File: src/rtl/divu_hilo_unit.sv
// divu_hilo_unit: multi-cycle unsigned restoring divider with a private Hi/Lo pair.
//   DIVU starts a WIDTH-iteration division (remainder -> Hi, quotient -> Lo).
//   MFHI/MFLO copy Hi/Lo onto the registered Output; other codes are ignored.
// Ports:
//   clk    - clock, rising edge
//   reset  - asynchronous active-low reset
//   dataA  - dividend, sampled with DIVU
//   dataB  - divisor, sampled with DIVU
//   Signal - operation code
//   Output - registered Hi/Lo readback
//   busy   - division in progress
//   done   - one-cycle pulse after Hi/Lo are written
module divu_hilo_unit #(
  parameter int unsigned WIDTH     = 32,
  parameter logic [5:0]  DIVU_CODE = 6'd27,
  parameter logic [5:0]  MFHI_CODE = 6'd16,
  parameter logic [5:0]  MFLO_CODE = 6'd18
) (
  input  logic             clk,
  input  logic             reset,
  input  logic [WIDTH-1:0] dataA,
  input  logic [WIDTH-1:0] dataB,
  input  logic [5:0]       Signal,
  output logic [WIDTH-1:0] Output,
  output logic             busy,
  output logic             done
);

  localparam int unsigned CW = $clog2(WIDTH);
  localparam logic [CW-1:0] LastIter = CW'(WIDTH - 1);

  typedef enum logic [1:0] {StIdle, StRun, StDone} state_e;

  state_e           state_q, state_d;
  logic [WIDTH:0]   r_q, r_d;
  logic [WIDTH-1:0] q_q, q_d;
  logic [WIDTH-1:0] div_q, div_d;
  logic [CW-1:0]    cnt_q, cnt_d;
  logic [WIDTH-1:0] hi_q, hi_d;
  logic [WIDTH-1:0] lo_q, lo_d;
  logic [WIDTH-1:0] out_q, out_d;
  logic             busy_q, busy_d;
  logic             done_q, done_d;

  // One restoring step; compare is WIDTH+1 bits so the shifted-out MSB is kept.
  logic [WIDTH:0]   t;
  logic             ge;
  logic [WIDTH:0]   r_step;
  logic [WIDTH-1:0] q_step;

  always_comb begin
    t      = {r_q[WIDTH-1:0], q_q[WIDTH-1]};
    ge     = t >= {1'b0, div_q};
    r_step = ge ? (t - {1'b0, div_q}) : t;
    q_step = {q_q[WIDTH-2:0], ge};
  end

  always_comb begin
    state_d = state_q;
    r_d     = r_q;
    q_d     = q_q;
    div_d   = div_q;
    cnt_d   = cnt_q;
    hi_d    = hi_q;
    lo_d    = lo_q;
    busy_d  = busy_q;
    done_d  = 1'b0;

    unique case (state_q)
      StIdle: begin
        if (Signal == DIVU_CODE) begin
          div_d   = dataB;
          q_d     = dataA;
          r_d     = '0;
          cnt_d   = '0;
          busy_d  = 1'b1;
          state_d = StRun;
        end
      end
      StRun: begin
        r_d   = r_step;
        q_d   = q_step;
        cnt_d = cnt_q + CW'(1);
        if (cnt_q == LastIter) begin
          hi_d    = r_step[WIDTH-1:0];
          lo_d    = q_step;
          busy_d  = 1'b0;
          done_d  = 1'b1;
          state_d = StDone;
        end
      end
      StDone: begin
        state_d = StIdle;
      end
      default: state_d = StIdle;
    endcase
  end

  // Readback uses the current Hi/Lo, so a read on the write edge sees old data.
  always_comb begin
    out_d = out_q;
    if (Signal == MFHI_CODE) begin
      out_d = hi_q;
    end else if (Signal == MFLO_CODE) begin
      out_d = lo_q;
    end
  end

  always_ff @(posedge clk or negedge reset) begin
    if (!reset) begin
      state_q <= StIdle;
      r_q     <= '0;
      q_q     <= '0;
      div_q   <= '0;
      cnt_q   <= '0;
      hi_q    <= '0;
      lo_q    <= '0;
      out_q   <= '0;
      busy_q  <= 1'b0;
      done_q  <= 1'b0;
    end else begin
      state_q <= state_d;
      r_q     <= r_d;
      q_q     <= q_d;
      div_q   <= div_d;
      cnt_q   <= cnt_d;
      hi_q    <= hi_d;
      lo_q    <= lo_d;
      out_q   <= out_d;
      busy_q  <= busy_d;
      done_q  <= done_d;
    end
  end

  assign Output = out_q;
  assign busy   = busy_q;
  assign done   = done_q;

endmodule

File: config.mk
export PLATFORM = sky130hd
export DESIGN_NAME = divu_hilo_unit
export DESIGN_NICKNAME = d
export VERILOG_FILES = /design/src/rtl/divu_hilo_unit.sv
export SDC_FILE = /design/constraint.sdc
export NUM_CORES = 1
export LEC_CHECK = 0
export ABC_CLOCK_PERIOD_IN_PS = 3000
export CAP_MARGIN = 15
export CORE_MARGIN = 4
export CORE_UTILIZATION = 57
export CTS_CLUSTER_DIAMETER = 60
export CTS_CLUSTER_SIZE = 10
export DETAILED_ROUTE_END_ITERATION = 12
export PLACE_DENSITY = 0.76
export SLEW_MARGIN = 20
export SYNTH_ARGS = -nofsm -noshare
export SYNTH_HDL_FRONTEND = slang
export SYNTH_SLANG_ARGS = --single-unit
File: constraint.sdc
create_clock -name clk -period 3 [get_ports clk]
set_input_delay 0.45 -clock clk [delete_from_list [all_inputs] [get_ports clk]]
set_output_delay 0.45 -clock clk [all_outputs]
set_load 0.005 [all_outputs]
Yosys cells after proc, flatten, opt, wreduce, memory -nomap -nowiden
Cells that the tools add are included.
{"block": "op_classes", "addsub": 2, "n_lt_le_gt_ge": 1, "n_eq_ne": 7, "n_mux": 17, "reduce_logical": 8}
{"op": "$mux 32", "n": 5}
{"op": "$pmux 32 s2", "n": 2}
{"op": "$ge 33x32->1", "n": 1}
{"op": "$sub 32x32->32", "n": 1}
{"op": "$eq 6x5->1 const B", "n": 3}
{"op": "$pmux 5 s2", "n": 1}
{"op": "$reduce_and 2->1", "n": 4}
{"op": "$add 5x1->5 const B", "n": 1}
{"op": "$eq 5x5->1 const B", "n": 1}
{"op": "$mux 5", "n": 1}
{"op": "$mux 1", "n": 4}
{"op": "$mux 2", "n": 2}
{"op": "$ne 2x2->1 const B", "n": 2}
{"op": "$pmux 2 s2", "n": 1}
{"op": "$reduce_bool 2->1", "n": 2}
{"op": "$reduce_and 3->1", "n": 1}
{"op": "$eq 2x1->1 const B", "n": 1}
{"op": "$logic_not 2->1", "n": 1}
{"op": "$pmux 1 s2", "n": 1}
{"block": "totals", "regBits": 201}

Logic depth before layout (Yosys ltp)
{"block": "depth", "depth_word": 3, "depth_mapped": 14}

Worst setup path after synthesis
Ideal clock, no wire load.
{"block": "synth_timing", "kind": "reg-to-reg", "from": "register q_q[31]", "to": "register hi_q[30]", "setup_ns": 0.130, "arrival_ns": 2.586, "setup_slack_ns": 0.283, "stages_incl_launch_ff": 14, "path_buffers": 0, "path_cell_list": "dfrtp_1 > inv_1 > ha_1 > inv_1 > fa_1 > a21o_1 > a221oi_2 > o21ai_2 > a41oi_4 > o211ai_2 > a221oi_2 > xnor2_1 > mux2i_1 > o21ai_1"}
{"block": "synth_via", "elab_chain_len": 2}
{"element": "start, declared", "line": "36", "source": "logic [WIDTH-1:0] q_q, q_d;"}
{"element": "start signal, assigned", "line": "124", "source": "q_q <= q_d;"}
{"element": "$sub 32x32->32 or $ge 33x32->1 (tied branches)", "line": "54, 53"}
{"element": "$mux 32 *", "line": "54", "source": "r_step = ge ? (t - {1'b0, div_q}) : t;"}
{"element": "end signal, assigned", "line": "127", "source": "hi_q <= hi_d;"}
{"element": "end, declared", "line": "39", "source": "logic [WIDTH-1:0] hi_q, hi_d;"}
Mark *: on every way between the ends. The rest lies on a longest branch, timed or not.
A chain may end at the register's enable or synchronous reset.

Worst setup path after layout
{"block": "layout_timing", "from": "register q_q[31]", "to": "register r_q[30]"}
{"block": "layout_via", "elab_chain_len": 3}
{"element": "$sub 32x32->32 or $ge 33x32->1 (tied branches)", "line": "54, 53"}
{"element": "$mux 32 *", "line": "54"}
{"element": "$pmux 32 s2 *", "line": "69", "source": "unique case (state_q)"}
{"element": "end signal, assigned", "line": "123", "source": "r_q <= r_d;"}
{"element": "end, declared", "line": "35", "source": "logic [WIDTH:0] r_q, r_d;"}
Marked as above.

==> impl_metrics.env <==
export IMPL_timing_hold_worst_path_depth=2
export IMPL_cell_area_power_density_nw_per_um2=921
export IMPL_post_synth_top_count_cell="sky130_fd_sc_hd__nand2_1"
export IMPL_drt_vias_per_instance=5.67
export IMPL_grt_setup_unrepaired="yes"
export IMPL_most_common_library_cells_after_synthesis="sky130_fd_sc_hd__nand2_1 (303), sky130_fd_sc_hd__dfrtp_1 (201), sky130_fd_sc_hd__o21ai_0 (146)"
export IMPL_final_period_utilization_pct=98.0
export IMPL_io_buffer_count=105
export IMPL_rows=48
export IMPL_crit_fanout=6
export IMPL_gr_usage_all_layers_pct=25.6
export IMPL_clock_latency_ns=0.51
export IMPL_fin_tns_setup_ns=0
export IMPL_synthesis_yosys_warnings=0
export IMPL_worst_setup_path_end_kind="flop"
export IMPL_die_area_sq_um=19900
export IMPL_static_leakage_power_nw=5.69
export IMPL_cts_tree="built"
export IMPL_yosys_register_bits=201
export IMPL_synth_cell_types=55
export IMPL_route_detailed_drc=0
export IMPL_synth_edf_count=0
export IMPL_gp_congestion=0.917
export IMPL_cts_root_buf="sky130_fd_sc_hd__clkbuf_16"
export IMPL_floorplan_initialDensity_pct=58.3
export IMPL_timing_hold_worst_class="reg -> reg"
export IMPL_outcome="completed"
export IMPL_netlist_instances=1144
export IMPL_area_growth_syn_to_fin_pct=22.6
export IMPL_worst_case_register_to_register_setup_slack_ns=0.06
export IMPL_dp_hpwl_mm=17.1
export IMPL_cts_buffers_inserted=24
export IMPL_via_count=8449
export IMPL_stdcell_area_sq_um=12400
export IMPL_largest_net_degree_at_the_start_of_global_routing=107
export IMPL_dpl_instance_area_sq_um=11600
export IMPL_layout_drive_gt1_share_pct=8.54
export IMPL_power_total_mw=11.4
export IMPL_cts_sinks=201
export IMPL_post_placement_setup_slack_ns=-0.0188
export IMPL_die_height_microns=141
export IMPL_placeableCoreArea_sq_um=17300
export IMPL_max_cap_violations=0
export IMPL_holdPathEnd="lo_q[10]"
export IMPL_power_ir_vdd_worst_uv=555
export IMPL_max_clock_freq_mhz=340
export IMPL_die_width_microns=141
export IMPL_worst_clock_skew_ns=0.0227
export IMPL_period_needed_ns=2.94
export IMPL_clk_path_buf_depth=3
export IMPL_dr_first_iter_drc_count=570
export IMPL_timing_rr_start="q_q[31]"
export IMPL_netlist_area_leader_share_pct=49.9
export IMPL_ys_top_cells_by_area="sky130_fd_sc_hd__dfrtp_1 (50%), sky130_fd_sc_hd__nand2_1 (11%), sky130_fd_sc_hd__o21ai_0 (7.2%)"
export IMPL_grt_pass1_wl_mm=42.0
export IMPL_count_of_antenna_diodes_in_the_layout=0
export IMPL_drt_pre_antenna_iters=5
export IMPL_globalRoute_totalOverflow=0
export IMPL_antenna_found_initial=0
export IMPL_critPathKind="reg -> reg"
export IMPL_cp_arrival_ns=3.32
export IMPL_yosys_most_used_dff="sky130_fd_sc_hd__dfrtp_1"
export IMPL_filler_cell_count=1350
export IMPL_top_level_ports=106
export IMPL_destination_of_the_worst_register_to_register_timing_path="r_q[30]"
export IMPL_worst_hold_startpoint="lo_q[10]"
export IMPL_clk_transition_reported_paths_ns=0.06
export IMPL_post_detailed_routing_wire_length_mm=25.2
export IMPL_synthDominantAreaCellType="sky130_fd_sc_hd__dfrtp_1"
export IMPL_max_slew_margin_rel_pct=52.9
export IMPL_worst_slack_ns=0.0601
export IMPL_drtAntennaViolNets=0
export IMPL_ff2ff_path_depth=13
export IMPL_finalNetCount=1368
export IMPL_sequential_cell_area_sq_um=5030
export IMPL_slew_violations=0
export IMPL_syn_area_sq_um=10100
export IMPL_multi_input_comb_area_sq_um=4680
export IMPL_report_final_setup_viol=0
export IMPL_hold_worst_slack_ns=0.475
export IMPL_setup_worst_path_start_class="flop"
export IMPL_syn_num_nets=1251
export IMPL_data_required_time_at_the_worst_endpoint_ns=3.38
export IMPL_postSynth_asyncResetShare_pct=100
export IMPL_seq_area_frac_synth_pct=49.9
export IMPL_avgSynthCellArea_sq_um=8.81
export IMPL_first_global_vias=8179
export IMPL_detail_route_wl_per_cell_microns=16.9
export IMPL_timing_hold_violations_final=0
export IMPL_ctsHtreeMaxLevel=1
export IMPL_max_slew_worst_pin_slew_ns=0.706
flip-flops by register name, indices dropped and copies added, names as in the netlist:
signal,count
Output,32
div_q,32
hi_q,32
lo_q,32
q_q,32
r_q,32
cnt_q,5
state_q,2
busy,1
done,1
worst max-delay path: stages, from the launching register on:
cell and delay [ns]:
sky130_fd_sc_hd__dfrtp_1 0.39, sky130_fd_sc_hd__inv_1 0.06, sky130_fd_sc_hd__ha_2 0.19, sky130_fd_sc_hd__inv_2 0.04, sky130_fd_sc_hd__fa_2 0.33, sky130_fd_sc_hd__a21o_1 0.21, sky130_fd_sc_hd__a221oi_2 0.33, sky130_fd_sc_hd__o21ai_2 0.14
sky130_fd_sc_hd__a41oi_4 0.30, sky130_fd_sc_hd__o211ai_4 0.14, sky130_fd_sc_hd__a221oi_2 0.29, sky130_fd_sc_hd__xnor2_1 0.10, sky130_fd_sc_hd__mux2i_1 0.20, sky130_fd_sc_hd__o21ai_1 0.09
how the worst max path moves through the flow:
stage          startpoint  slack (ns)  endpoint  cells after the start
3_3_place_gp      q_q[31]        0.09   r_q[30]                     13
6_report          q_q[31]        0.06   r_q[30]                     13
4_1_cts           q_q[31]        0.03   r_q[30]                     13
5_1_grt           q_q[31]       -0.09   r_q[30]                     13
2_1_floorplan     q_q[31]        0.28  hi_q[30]                     13
3_5_place_dp      q_q[31]       -0.02   r_q[30]                     13
cell families (layout without fill, tap and decap cells):
kind of cell / after synthesis / after routing / synth area share, %
xor gates and xnor gates: 27 / 27 / 2.35
DFF: 201 / 201 / 49.9
muxes: 49 / 49 / 4.87
and+or+nand+nor: 448 / 448 / 18.3
AOI/OAI and AO/OA: 273 / 273 / 15.8
buffers and inverters: 111 / 231 / 4.38
adders and majority gates: 35 / 35 / 4.42
cell usage in the layout (no fill, tap or decap), drive strengths merged, types with 20 or more instances in the layout:
cell type / synthesis / layout
nand3: 36 / 36
a31oi: 36 / 36
dfrtp: 201 / 201
a21oi: 34 / 34
nor2: 58 / 58
xnor2: 20 / 20
nand2: 303 / 303
clkdlybuf4s50: 0 / 103
inv: 42 / 42
ha: 34 / 34
buf: 16 / 54
clkbuf: 52 / 28
o21ai: 163 / 163
mux2i: 49 / 49
metal layers:
metal | global-route usage, % | up-vias | wire length (microns)
li1 | - | 4133 | -
met1 | 39.2 | 4003 | 11800
met2 | 39.2 | 280 | 11200
met3 | 4.38 | 33 | 1890
met4 | 4.69 | 0 | 356
met5 | 0 | - | 0
final cells by class:
type	instances	share of cell area (%)
repair buffers	159	12.6
inverters	43	1.31
clock buffers	27	5.03
clock inverters	2	0.192
well taps	225	2.28
multi-input cells	832	37.9
flip-flops and latches	201	40.7
where the power goes:
group | internal, mW | switching, mW | total (mW)
logic | 2.22 | 2.72 | 4.94
registers | 3.41 | 0.550 | 3.96
clock network | 1.45 | 1.03 | 2.48
what timing repair did:
action	4_1_cts	5_1_grt
pin swaps	1	8
buffers inserted	0	5
hold buffers	1	0
resized for setup	0	15
endpoints found under the hold margin	1	0
gates cloned	0	0
setup endpoints to repair	2	25
through the flow:
step	instances	util, %
final	1489	71.4
after global routing	1489	71.4
after CTS	1483	70.7
after detailed placement	1453	66.9
after global placement	1453	66.9
after floorplan	1144	-
Power figures use the tool's default switching activity.
